$ cat src/rtl/unidade_escrita.sv
// Write-back unit: queues ALU/memory results in a small FIFO and drives one bank write per cycle.
// Latency: an entry accepted into an empty FIFO is on the outputs one edge later. Pronto reflects free slots, not a same-cycle pop.
module unidade_escrita #(
   parameter int LARGURA      = 8,
   parameter int BITS_REG     = 3,
   parameter int PROFUNDIDADE = 4
) (
   input  logic                Clock,
   input  logic                Reset,
   input  logic                Halt,
   input  logic                MemValido,
   input  logic [BITS_REG-1:0] MemReg,
   input  logic [LARGURA-1:0]  MemDado,
   output logic                MemPronto,
   input  logic                AluValido,
   input  logic [BITS_REG-1:0] AluReg,
   input  logic [LARGURA-1:0]  AluDado,
   output logic                AluPronto,
   output logic                Sobrescrever,
   output logic [BITS_REG-1:0] RegEscrito,
   output logic [LARGURA-1:0]  DadoEscrito,
   input  logic [BITS_REG-1:0] RegConsulta,
   output logic                Pendente,
   output logic [LARGURA-1:0]  DadoPendente,
   output logic                Parado
);

   localparam int PW = $clog2(PROFUNDIDADE);

   typedef enum logic [1:0] {OPERANDO, DRENANDO, PARADO} estado_t;

   estado_t estado, estado_prox;

   logic [BITS_REG-1:0] fila_reg  [PROFUNDIDADE];
   logic [LARGURA-1:0]  fila_dado [PROFUNDIDADE];
   logic [PW-1:0]       ptr_esc, ptr_lei, ptr_alu;
   logic [PW:0]         contagem, livres;
   logic                aceita_mem, aceita_alu, retira;

   assign livres     = (PW+1)'(PROFUNDIDADE) - contagem;
   assign MemPronto  = (estado == OPERANDO) && (livres != '0);
   // ALU may take the last slot only when memory is not competing for it.
   assign AluPronto  = (estado == OPERANDO) &&
                       ((livres >= (PW+1)'(2)) || ((livres == (PW+1)'(1)) && !MemValido));
   assign aceita_mem = MemValido && MemPronto;
   assign aceita_alu = AluValido && AluPronto;
   assign retira     = (contagem != '0);
   assign ptr_alu    = ptr_esc + PW'(aceita_mem);

   always_ff @(posedge Clock) begin
      if (aceita_mem) begin
         fila_reg[ptr_esc]  <= MemReg;
         fila_dado[ptr_esc] <= MemDado;
      end
      if (aceita_alu) begin
         fila_reg[ptr_alu]  <= AluReg;
         fila_dado[ptr_alu] <= AluDado;
      end
   end

   always_ff @(posedge Clock or posedge Reset) begin
      if (Reset) begin
         ptr_esc      <= '0;
         ptr_lei      <= '0;
         contagem     <= '0;
         estado       <= OPERANDO;
         Sobrescrever <= 1'b0;
         RegEscrito   <= '0;
         DadoEscrito  <= '0;
         Parado       <= 1'b0;
      end else begin
         ptr_esc  <= ptr_esc + PW'(aceita_mem) + PW'(aceita_alu);
         ptr_lei  <= ptr_lei + PW'(retira);
         contagem <= contagem + (PW+1)'(aceita_mem) + (PW+1)'(aceita_alu) - (PW+1)'(retira);
         estado   <= estado_prox;
         Parado   <= (estado_prox == PARADO);
         Sobrescrever <= retira;
         if (retira) begin
            RegEscrito  <= fila_reg[ptr_lei];
            DadoEscrito <= fila_dado[ptr_lei];
         end
      end
   end

   always_comb begin
      estado_prox = estado;
      case (estado)
         OPERANDO: if (Halt) estado_prox = DRENANDO;
         DRENANDO: if ((contagem == '0) && !Sobrescrever) estado_prox = PARADO;
         PARADO:   estado_prox = PARADO;
         default:  estado_prox = OPERANDO;
      endcase
   end

   // Walk oldest to youngest so the newest matching entry ends up winning.
   always_comb begin
      Pendente     = 1'b0;
      DadoPendente = '0;
      if (Sobrescrever && (RegEscrito == RegConsulta)) begin
         Pendente     = 1'b1;
         DadoPendente = DadoEscrito;
      end
      for (int i = 0; i < PROFUNDIDADE; i++) begin
         if (((PW+1)'(i) < contagem) && (fila_reg[ptr_lei + PW'(i)] == RegConsulta)) begin
            Pendente     = 1'b1;
            DadoPendente = fila_dado[ptr_lei + PW'(i)];
         end
      end
   end

endmodule

$ cat config.mk
export PLATFORM = sky130hd
export DESIGN_NAME = unidade_escrita
export DESIGN_NICKNAME = d
export VERILOG_FILES = /design/src/rtl/unidade_escrita.sv
export SDC_FILE = /design/constraint.sdc
export NUM_CORES = 1
export LEC_CHECK = 0
export CELL_PAD_IN_SITES_DETAIL_PLACEMENT = 1
export CELL_PAD_IN_SITES_GLOBAL_PLACEMENT = 2
export CORE_ASPECT_RATIO = 1.5
export CORE_MARGIN = 2
export CORE_UTILIZATION = 30
export CTS_BUF_LIST = sky130_fd_sc_hd__clkbuf_4
export DETAILED_ROUTE_END_ITERATION = 12
export PLACE_DENSITY_LB_ADDON = 0.2
export SYNTH_ARGS = -nofsm -noshare
export SYNTH_HDL_FRONTEND = slang
export SYNTH_SLANG_ARGS = --single-unit
$ cat constraint.sdc
create_clock -name Clock -period 4.25 [get_ports Clock]
set_clock_uncertainty 0.2 [all_clocks]
set_input_delay 0.6375 -clock Clock [delete_from_list [all_inputs] [get_ports Clock]]
set_output_delay 0.6375 -clock Clock [all_outputs]
set_load 0.005 [all_outputs]
==> impl_metrics.yaml, run 1 <==
worst_setup_path:
  timing.critical_path.fanout_max: 5
  crit_path_start_kind: "flip-flop"
  kind_of_capture_point_of_the_worst_setup_path: "primary output"
  crit_arrival_ps: 3100
  worstPathCellList: "buf_4, mux4_2, xor2_1, a2111oi_4, buf_4, buf_4, buf_4, mux2i_1, o22ai_1, a211oi_2, dlymetal6s2s_1"
  worst_path_max_delay_cell: "sky130_fd_sc_hd__mux4_2"
  timing.setup.critical_path_class: "flip-flop to primary output"
  largest_stage_delay_worst_path_ps: 530
  required_ps: 3410
  crit_top_cell: "sky130_fd_sc_hd__buf_4"
floorplan:
  top_level_ports: 54
  die_area_um2: 15750
  dieHeight_um: 152.7
  floorplan.rows: 54
  core_area_um2: 14460
  fp.dieW_um: 103.1
  start_util: 0.3058
placement:
  buffer_ports.inserted: 53
  finalWeightedCongestion: 0.7811
  total_half_perimeter_wirelength_after_legalization_and_detailed_placement_um: 8544
sta:
  timing.setup.tns_ps: 0
  count_of_final_hold_check_violations: 0
  final_worst_path_cycle_share: 0.9260
  relSlewSlack: 0.3668
  setup-violations-final: 0
  layout_min_cycle_time_ps: 3936
  achievable-frequency_mhz: 254.1
  worst_pin_slew_ps: 948.8
  hold-worst-slack_ps: 314.3
  timing_max_transition_violations_final: 0
  setup_repair_after_global_routing_missed_its_margin: "false"
cells_and_area:
  finish.net_count: 490
  max_ffs_per_register: 32
  drive_gt1_frac: 0.2655
  areaGrowthSynthToFinish_pct: 24.31
power_and_ir_drop:
  comb_power_share: 0.579
  worst_ir_drop_on_vdd_mv: 0.1745
  power.share.sequential: 0.276
  power.density_cell_area_nw_per_um2: 638.2
  clock_power_share: 0.145
  net_switching_power_mw: 1.379
  power.leakage_nw: 2.161
  sw_frac_of_total: 0.3932
  internal_power_mw: 2.129
outcome:
  status: "completed"
synth:
  yosysMostFrequentCell: "sky130_fd_sc_hd__mux2_2"
  leading_post_synthesis_cells_by_instance_count: "sky130_fd_sc_hd__mux2_2, sky130_fd_sc_hd__mux2i_1, sky130_fd_sc_hd__edfxtp_1"
  yosysUniqueCellTypes: 37
  yosys.area.top_type_share: 0.2988
  average_cell_area_after_synthesis_um2: 11.58
  synth-edff-count: 44
  synth_seq_cells: 66
  ys_warnings: 0
  synth_top_cell_by_area: "sky130_fd_sc_hd__edfxtp_1"
  synthesis.instances: 382
  synth.top_cells.by_area: "sky130_fd_sc_hd__edfxtp_1, sky130_fd_sc_hd__mux2_2, sky130_fd_sc_hd__dfrtp_1, sky130_fd_sc_hd__mux2i_1, sky130_fd_sc_hd__mux4_2"
  synthesis.area_um2: 4422
  synth-seq-area-share: 0.4233
  synth_flop_cell: "sky130_fd_sc_hd__edfxtp_1"
  async_set_or_reset_register_ratio_after_synthesis: 0.3333
  syn_nets: 425
grt:
  global_route.usage.total: 0.1470
  grt_overflow: 0
  grt_pass1_wl_um: 17660
  vias_in_the_first_global_route: 3310
  grt_start_max_net_pins: 34
  number_of_antenna_violations_at_the_first_check_in_global_routing: 1
detailed_routing:
  detail_route.vias_per_cell: 4.821
  drc_errors: 0
  route.vias.total: 3129
  drtAntennaViolNets: 0
  initialDrtViolationCount: 68
  finalWirelength_um: 11060
  drt-pass1-iter-count: 4
  wl_per_cell_um: 17.04
run:
  max_cap_viol_count: 0
clock_tree:
  tritoncts.num_buffers: 9
  cts.root.buffer_cell: "sky130_fd_sc_hd__clkbuf_4"
  clk-insertion-delay-late_ps: 420
  clk_transition_reported_paths_ps: 120
  cts_max_path_buffers: 2
  ctsHtreeMaxLevel: 3
  tritoncts: "yes"
  clock_sinks: 66
min_path:
  worst_min_delay_path_category: "flip-flop to flip-flop"
[metrics by stage]
step	area [um2]	total power, mW	cells	util	setup slack, ps
2_1_floorplan	4422	2.239	382	-	920.3
6_report	5497	3.508	649	0.3801	314.4
5_1_grt	5497	3.801	649	0.3801	159.2
4_1_cts	5425	3.555	642	0.3752	4.642
3_3_place_gp	5218	2.949	624	0.3609	232.3
3_5_place_dp	5218	2.992	624	0.3609	198.9
[worst max-delay path, delay by kind of cell (launching register included)]
kind                   cells  cell delay, ps
flip-flops                 1             400
AO/OA/AOI/OAI              3             660
XOR/XNOR                   1             190
multiplexers               2             710
buffers and inverters      5             730
[area by class of cell]
class / instances / area, um2
diodes: 1 / 2.502
clock buffers: 9 / 67.56
clock inverters: 7 / 100.1
fillers: 1614 / 8962
inverters: 12 / 48.80
multi-input cells: 281 / 2424
flip-flops and latches: 66 / 1874
well taps: 196 / 245.2
repair buffers: 77 / 734.5
[power groups by stage]
stage,logic [mW],registers (mW),clock network (mW)
2_1_floorplan,1.30,0.935,0
3_3_place_gp,1.96,0.985,0
3_5_place_dp,2.00,0.992,0
4_1_cts,2.06,0.974,0.525
5_1_grt,2.26,0.992,0.549
6_report,2.03,0.968,0.508
[metal layers]
layer,track usage,vias up,part of all wire
met4,0.04511,0,0.013
met3,0.02936,11,0.030
met5,0,-,0
li1,-,1537,-
met2,0.2480,49,0.51
met1,0.1867,1532,0.45
[cell families after synthesis]
| logic type | Yosys count | synth area share |
|---|---|---|
| mux | 118 | 0.3121 |
| simple gates | 81 | 0.08065 |
| flops | 66 | 0.4233 |
| compound gates | 51 | 0.07499 |
| buf+inv | 35 | 0.03311 |
| xor+xnor | 18 | 0.03565 |
| fa+ha+maj | 13 | 0.04018 |
[path summary, 6_finish.rpt]
kind                        startpoint               to  slack, ps  cells past startpoint
hold reg to reg              estado[1]        estado[0]        310                      1
hold / removal               estado[1]        estado[0]        310                      1
setup / recovery            ptr_lei[0]  DadoPendente[0]        310                     11
max in group asynchronous        Reset       ptr_lei[0]       2690                      2
min in group asynchronous        Reset   DadoEscrito[4]        500                      2
setup reg to reg           contagem[0]  fila_dado[2][6]        590                     11
[timing repair]
item | 4_1_cts | 5_1_grt
cloned | 0 | 1
hold buffers | 0 | 0
setup endpoints to repair | 8 | 8
pin swaps | 0 | 1
gates resized for setup | 6 | 10
buffers inserted | 2 | 5
[layout by cell type, fill, tap and decap left out, types with 2 or more instances in the layout]
cell type	netlist	routed
sky130_fd_sc_hd__inv_1	11	11
sky130_fd_sc_hd__dlymetal6s2s_1	0	8
sky130_fd_sc_hd__nand2_1	42	42
sky130_fd_sc_hd__mux2i_1	49	49
sky130_fd_sc_hd__buf_4	1	23
sky130_fd_sc_hd__or2_2	2	2
sky130_fd_sc_hd__clkdlybuf4s50_1	0	45
sky130_fd_sc_hd__clkinv_4	0	2
sky130_fd_sc_hd__dfrtp_2	0	2
sky130_fd_sc_hd__mux4_2	10	10
sky130_fd_sc_hd__a211oi_1	8	4
sky130_fd_sc_hd__o211ai_1	2	2
sky130_fd_sc_hd__mux2_2	59	59
sky130_fd_sc_hd__a211oi_2	0	4
sky130_fd_sc_hd__bufinv_16	0	2
sky130_fd_sc_hd__a21oi_1	9	9
sky130_fd_sc_hd__clkbuf_4	0	9
sky130_fd_sc_hd__nor3_1	9	9
sky130_fd_sc_hd__inv_6	0	2
sky130_fd_sc_hd__o21ai_0	19	19
sky130_fd_sc_hd__xor2_1	5	5
sky130_fd_sc_hd__nand2b_1	3	3
sky130_fd_sc_hd__dfrtp_1	22	20
sky130_fd_sc_hd__nor2_1	15	15
sky130_fd_sc_hd__ha_1	11	11
sky130_fd_sc_hd__o22ai_1	8	8
sky130_fd_sc_hd__nand3_1	4	4
sky130_fd_sc_hd__edfxtp_1	44	44
sky130_fd_sc_hd__fa_1	2	2
sky130_fd_sc_hd__xnor2_1	13	13
No activity file was read; power rests on OpenSTA's default activity.
==> run 2: changes to the inputs <==
--- a/config.mk
+++ b/config.mk
@@ -13,6 +13,7 @@
 export CTS_BUF_LIST = sky130_fd_sc_hd__clkbuf_4
 export DETAILED_ROUTE_END_ITERATION = 12
 export PLACE_DENSITY_LB_ADDON = 0.2
+export SETUP_SLACK_MARGIN = 0.02
 export SYNTH_ARGS = -nofsm -noshare
 export SYNTH_HDL_FRONTEND = slang
 export SYNTH_SLANG_ARGS = --single-unit
==> impl_metrics.yaml, run 2 (synthesis results as in run 1) <==
outcome:
  status: "completed"
sta:
  final_worst_path_cycle_share: 0.9720
  achievable-frequency_mhz: 242.1
  hold-worst-slack_ps: 314.9
  relSlewSlack: 0.3669
  worst_pin_slew_ps: 948.6
  setup-violations-final: 0
  postLayoutSetupSlackWorst_ps: 118.9
  timing.setup.tns_ps: 0
  setup_repair_after_global_routing_missed_its_margin: "true"
  layout_min_cycle_time_ps: 4131
  count_of_final_hold_check_violations: 0
  timing_max_transition_violations_final: 0
cells_and_area:
  max_ffs_per_register: 32
  areaGrowthSynthToFinish_pct: 23.74
  area_occupied_by_multi_input_gates_um2: 2429
  layout_common_cells: "sky130_fd_sc_hd__mux2_2, sky130_fd_sc_hd__mux2i_1, sky130_fd_sc_hd__clkdlybuf4s50_1, sky130_fd_sc_hd__edfxtp_1, sky130_fd_sc_hd__nand2_1"
  seq_area_um2: 1874
  finish.net_count: 489
  drive_gt1_frac: 0.2639
  fillCellCount: 1617
  layout_commonest_cell: "sky130_fd_sc_hd__mux2_2"
  final_util: 0.3784
power_and_ir_drop:
  power.share.sequential: 0.277
  power.leakage_nw: 2.100
  clock_power_share: 0.145
  comb_power_share: 0.578
  worst_ir_drop_on_vdd_mv: 0.1748
  net_switching_power_mw: 1.384
  internal_power_mw: 2.115
  sw_frac_of_total: 0.3957
  power.density_cell_area_nw_per_um2: 639.5
detailed_routing:
  initialDrtViolationCount: 61
  finalWirelength_um: 11080
  wl_per_cell_um: 17.10
  route.vias.total: 3142
  detail_route.vias_per_cell: 4.849
  drc_errors: 0
  drtAntennaViolNets: 0
  drt-pass1-iter-count: 4
worst_setup_path:
  worstPathCellList: "buf_4, mux4_2, xor2_1, a2111oi_4, buf_6, buf_4, mux2i_1, o22ai_1, nor2_1, clkdlybuf4s50_1"
  timing.critical_path.fanout_max: 5
  timing.critical_path.max_delay_family: "buffers and inverters"
  worst_path_max_delay_cell: "sky130_fd_sc_hd__mux4_2"
  critical_path.n_buffers_inverters: 4
  crit_path_start_kind: "flip-flop"
  timing.setup.critical_path_class: "flip-flop to primary output"
  largest_stage_delay_worst_path_ps: 530
  required_ps: 3410
  worst_setup_path_startpoint: "ptr_lei[0]"
  crit_cells: 10
  crit-reg2reg-launch: "contagem[0]"
  crit_top_cell: "sky130_fd_sc_hd__buf_4"
  crit_arrival_ps: 3290
  kind_of_capture_point_of_the_worst_setup_path: "primary output"
  worstRegToRegCells: 11
floorplan:
  dieHeight_um: 152.7
  core_area_um2: 14460
  top_level_ports: 54
  fp.dieW_um: 103.1
  floorplan.rows: 54
  start_util: 0.3058
  die_area_um2: 15750
placement:
  total_half_perimeter_wirelength_after_legalization_and_detailed_placement_um: 8544
  buffer_ports.inserted: 53
  place_ws_ps: 198.9
  finalWeightedCongestion: 0.7811
min_path:
  worst_min_delay_path_category: "flip-flop to flip-flop"
  hold_start: "estado[1]"
  min_path_cells: 1
grt:
  grt_overflow: 0
  grt_start_max_net_pins: 34
  number_of_antenna_violations_at_the_first_check_in_global_routing: 1
  global_route.usage.total: 0.1470
  grt_pass1_wl_um: 17660
  vias_in_the_first_global_route: 3310
clock_tree:
  tritoncts: "yes"
  clock_sinks: 66
  clk-insertion-delay-late_ps: 420
  cts.root.buffer_cell: "sky130_fd_sc_hd__clkbuf_4"
  clk_transition_reported_paths_ps: 120
  tritoncts.num_buffers: 9
  cts_max_path_buffers: 2
  ctsHtreeMaxLevel: 3
run:
  max_cap_viol_count: 0
## run 2: cell types whose count changed in the layout (fill, tap and decap cells not counted)
cell                              change
sky130_fd_sc_hd__dlygate4sd2_1        +3
sky130_fd_sc_hd__buf_4                -2
sky130_fd_sc_hd__dlymetal6s2s_1       -5
sky130_fd_sc_hd__a211oi_1             -1
sky130_fd_sc_hd__a211oi_2             +1
sky130_fd_sc_hd__buf_2                +1
sky130_fd_sc_hd__clkinv_1             +1
sky130_fd_sc_hd__clkinvlp_4           -1
sky130_fd_sc_hd__clkdlybuf4s50_1      +2
## run 2: worst reg2reg max path, stage by stage (launching register included)
cell and delay (ps):
sky130_fd_sc_hd__dfrtp_1 400, sky130_fd_sc_hd__inv_1 250, sky130_fd_sc_hd__ha_1 220, sky130_fd_sc_hd__ha_1 240
sky130_fd_sc_hd__a211oi_1 290, sky130_fd_sc_hd__nand2_1 210, sky130_fd_sc_hd__inv_1 140, sky130_fd_sc_hd__ha_1 300
sky130_fd_sc_hd__nor3_1 430, sky130_fd_sc_hd__buf_4 300, sky130_fd_sc_hd__o21bai_1 130, sky130_fd_sc_hd__buf_4 250
## run 2: repair_timing
item | 4_1_cts | 5_1_grt
resized for setup | 9 | 4
setup buffers | 2 | 4
endpoints found under the setup margin | 8 | 5
endpoints found under the hold margin | 0 | 0
pin swaps | 0 | 1
hold buffers | 0 | 0
gates cloned | 0 | 1
## run 2: area by class of cell
type / instances / area share
Tap cell: 196 / 0.04482
Clock inverter: 7 / 0.01829
Multi-Input combinational cell: 281 / 0.4439
Clock buffer: 9 / 0.01235
Sequential cell: 66 / 0.3426
Antenna cell: 1 / 0.0004574
Inverter: 12 / 0.008232
Timing Repair Buffer: 76 / 0.1294
## run 2: final timing paths
| check | endpoint | slack [ps] |
|---|---|---|
| hold reg to reg | estado[0] | 310 |
| setup reg to reg | fila_dado[2][6] | 590 |
| max in group asynchronous | ptr_lei[0] | 2690 |
| setup / recovery | DadoPendente[7] | 120 |
| min in group asynchronous | DadoEscrito[4] | 500 |
| hold / removal | estado[0] | 310 |
## run 2: power by group through the flow
stage                     logic (mW)  registers (mW)  clock network, mW
after floorplan                 1.30           0.935                  0
after global placement          1.96           0.985                  0
after detailed placement        2.00           0.992                  0
after CTS                       2.03           0.974              0.525
after global routing            2.25           0.993              0.549
final                           2.02           0.968              0.508
## run 2: stage by stage
step	cell area (um2)	power, mW	cells
floorplan	4422	2.239	382
global placement	5218	2.949	624
detailed placement	5218	2.992	624
CTS	5421	3.528	642
global route	5472	3.794	648
finish	5472	3.499	648
## run 2: layer usage
layer,vias to the layer above,part of all wire,track usage
li1,1533,-,-
met1,1551,0.45,0.1867
met3,11,0.029,0.02936
met2,47,0.51,0.2480
met5,-,0,0
met4,0,0.013,0.04511
==> run 3: changes to the inputs <==
--- a/config.mk
+++ b/config.mk
@@ -9,11 +9,12 @@
 export CELL_PAD_IN_SITES_GLOBAL_PLACEMENT = 2
 export CORE_ASPECT_RATIO = 1.5
 export CORE_MARGIN = 2
-export CORE_UTILIZATION = 30
+export CORE_UTILIZATION = 39
 export CTS_BUF_LIST = sky130_fd_sc_hd__clkbuf_4
 export DETAILED_ROUTE_END_ITERATION = 12
 export PLACE_DENSITY_LB_ADDON = 0.2
 export SETUP_SLACK_MARGIN = 0.02
+export SLEW_MARGIN = 10
 export SYNTH_ARGS = -nofsm -noshare
 export SYNTH_HDL_FRONTEND = slang
 export SYNTH_SLANG_ARGS = --single-unit
==> impl_metrics.yaml, run 3 (synthesis results as in run 1) <==
outcome:
  status: "completed"
power_and_ir_drop:
  fin_total_pwr_mw: 3.358
  comb_power_share: 0.594
  power.density_cell_area_nw_per_um2: 630.3
  net_switching_power_mw: 1.361
  power.share.sequential: 0.290
  clock_power_share: 0.116
  power.leakage_nw: 2.036
  worst_ir_drop_on_vdd_mv: 0.1878
  internal_power_mw: 1.997
  sw_frac_of_total: 0.4054
cells_and_area:
  layout_common_cells: "sky130_fd_sc_hd__mux2_2, sky130_fd_sc_hd__clkdlybuf4s50_1, sky130_fd_sc_hd__mux2i_1, sky130_fd_sc_hd__edfxtp_1, sky130_fd_sc_hd__nand2_1"
  areaGrowthSynthToFinish_pct: 20.49
  finish.net_count: 484
  antenna_cells: 0
  fillCellCount: 1240
  layout_commonest_cell: "sky130_fd_sc_hd__mux2_2"
  drive_gt1_frac: 0.2511
  seq_area_um2: 1877
  area_occupied_by_multi_input_gates_um2: 2419
  max_ffs_per_register: 32
  final_util: 0.4819
grt:
  grt_pass1_wl_um: 17310
  grt_overflow: 0
  vias_in_the_first_global_route: 3293
  global_route.usage.total: 0.1797
  number_of_antenna_violations_at_the_first_check_in_global_routing: 0
  grt_start_max_net_pins: 34
clock_tree:
  cts.root.buffer_cell: "sky130_fd_sc_hd__clkbuf_4"
  tritoncts: "yes"
  clk-insertion-delay-late_ps: 410
  ctsHtreeMaxLevel: 3
  cts_hold_buf: 0
  tritoncts.num_buffers: 9
  clock_sinks: 66
  cts_max_path_buffers: 2
  clk_transition_reported_paths_ps: 140
worst_setup_path:
  crit-reg2reg-launch: "contagem[0]"
  kind_of_capture_point_of_the_worst_setup_path: "primary output"
  largest_stage_delay_worst_path_ps: 560
  crit_path_start_kind: "flip-flop"
  worst-r2r-setup-slack_ps: 700
  worst_setup_path_startpoint: "ptr_lei[0]"
  timing.setup.critical_path_class: "flip-flop to primary output"
  r2r-end: "fila_dado[3][7]"
  timing.critical_path.fanout_max: 4
  worstPathCellList: "mux4_2, xor2_1, a2111oi_4, buf_4, mux2i_1, o22ai_1, a211oi_1, clkdlybuf4s50_1"
  crit_arrival_ps: 3230
  worstRegToRegCells: 11
  required_ps: 3410
  worst_path_max_delay_cell: "sky130_fd_sc_hd__mux4_2"
detailed_routing:
  wl_per_cell_um: 17.91
  met3_length_um: 257
  detail_route.vias_per_cell: 5.202
  initialDrtViolationCount: 115
  finalWirelength_um: 10620
  route.vias.total: 3085
  drt-pass1-iter-count: 6
  detail_route.wirelength.met1_um: 5014
  met2_wirelength_um: 5245
  drc_errors: 0
  drtAntennaViolNets: 0
  highest_layer: "met4"
sta:
  setup-violations-final: 0
  final_worst_path_cycle_share: 0.9581
  count_of_final_hold_check_violations: 0
  layout_min_cycle_time_ps: 4072
  setup_repair_after_global_routing_missed_its_margin: "true"
  postLayoutSetupSlackWorst_ps: 178.0
  relSlewSlack: 0.4229
  achievable-frequency_mhz: 245.6
  worst_pin_slew_ps: 864.6
  timing.setup.tns_ps: 0
  hold-worst-slack_ps: 299.5
  timing_max_transition_violations_final: 0
floorplan:
  dieHeight_um: 134.4
  floorplan.rows: 47
  start_util: 0.4000
  core_area_um2: 11060
  fp.dieW_um: 90.94
  die_area_um2: 12220
  top_level_ports: 54
min_path:
  worst_min_delay_path_category: "flip-flop to flip-flop"
  min_path_cells: 1
  worst_hold_path.endpoint: "estado[0]"
  hold_start: "estado[1]"
placement:
  buffer_ports.inserted: 53
  place_ws_ps: 264.9
  total_half_perimeter_wirelength_after_legalization_and_detailed_placement_um: 8170
  finalWeightedCongestion: 0.8433
run:
  max_cap_viol_count: 0
-- run 3: metrics by stage --
step / cell area, um2 / cells
after floorplan: 4422 / 382
after global placement: 5156 / 575
after detailed placement: 5156 / 575
after CTS: 5288 / 592
after global routing: 5328 / 593
final: 5328 / 593
-- run 3: power by group through the flow --
stage	clock [mW]	combinational (mW)	sequential, mW
6_report	0.390	1.99	0.975
5_1_grt	0.420	2.20	1.00
4_1_cts	0.395	1.99	0.975
3_5_place_dp	0	1.97	0.994
3_3_place_gp	0	1.93	0.985
2_1_floorplan	0	1.30	0.935
-- run 3: per-layer routing --
metal	vias up	track usage
li1	1527	-
met1	1504	0.2353
met2	45	0.3074
met3	9	0.03258
met4	0	0.04630
met5	-	0
-- run 3: worst max path at each step --
stage,endpoint,slack [ps]
after floorplan,fila_dado[2][0],920
after global placement,DadoPendente[3],290
after detailed placement,DadoPendente[3],260
after CTS,DadoPendente[3],50
after global routing,DadoPendente[0],9
final,DadoPendente[1],180
-- run 3: area by class of cell --
cell class	count	area share
inverter	12	0.008455
tap	147	0.03452
clock inverter	7	0.01033
clock buffer	9	0.01268
multi-input combinational	281	0.4540
sequential	66	0.3523
timing repair buffer	71	0.1278
-- run 3: what timing repair did --
item,in CTS,in global routing
gates resized for setup,1,10
endpoints found under the setup margin,7,6
buffers inserted,1,0
cloned,0,1
-- run 3: worst max-delay path: cells and delay by family, from the launching register on --
kind,cells,cell delay (ps)
flops,1,440
compound gates,3,690
buf+inv,2,760
mux,2,750
xor+xnor,1,200
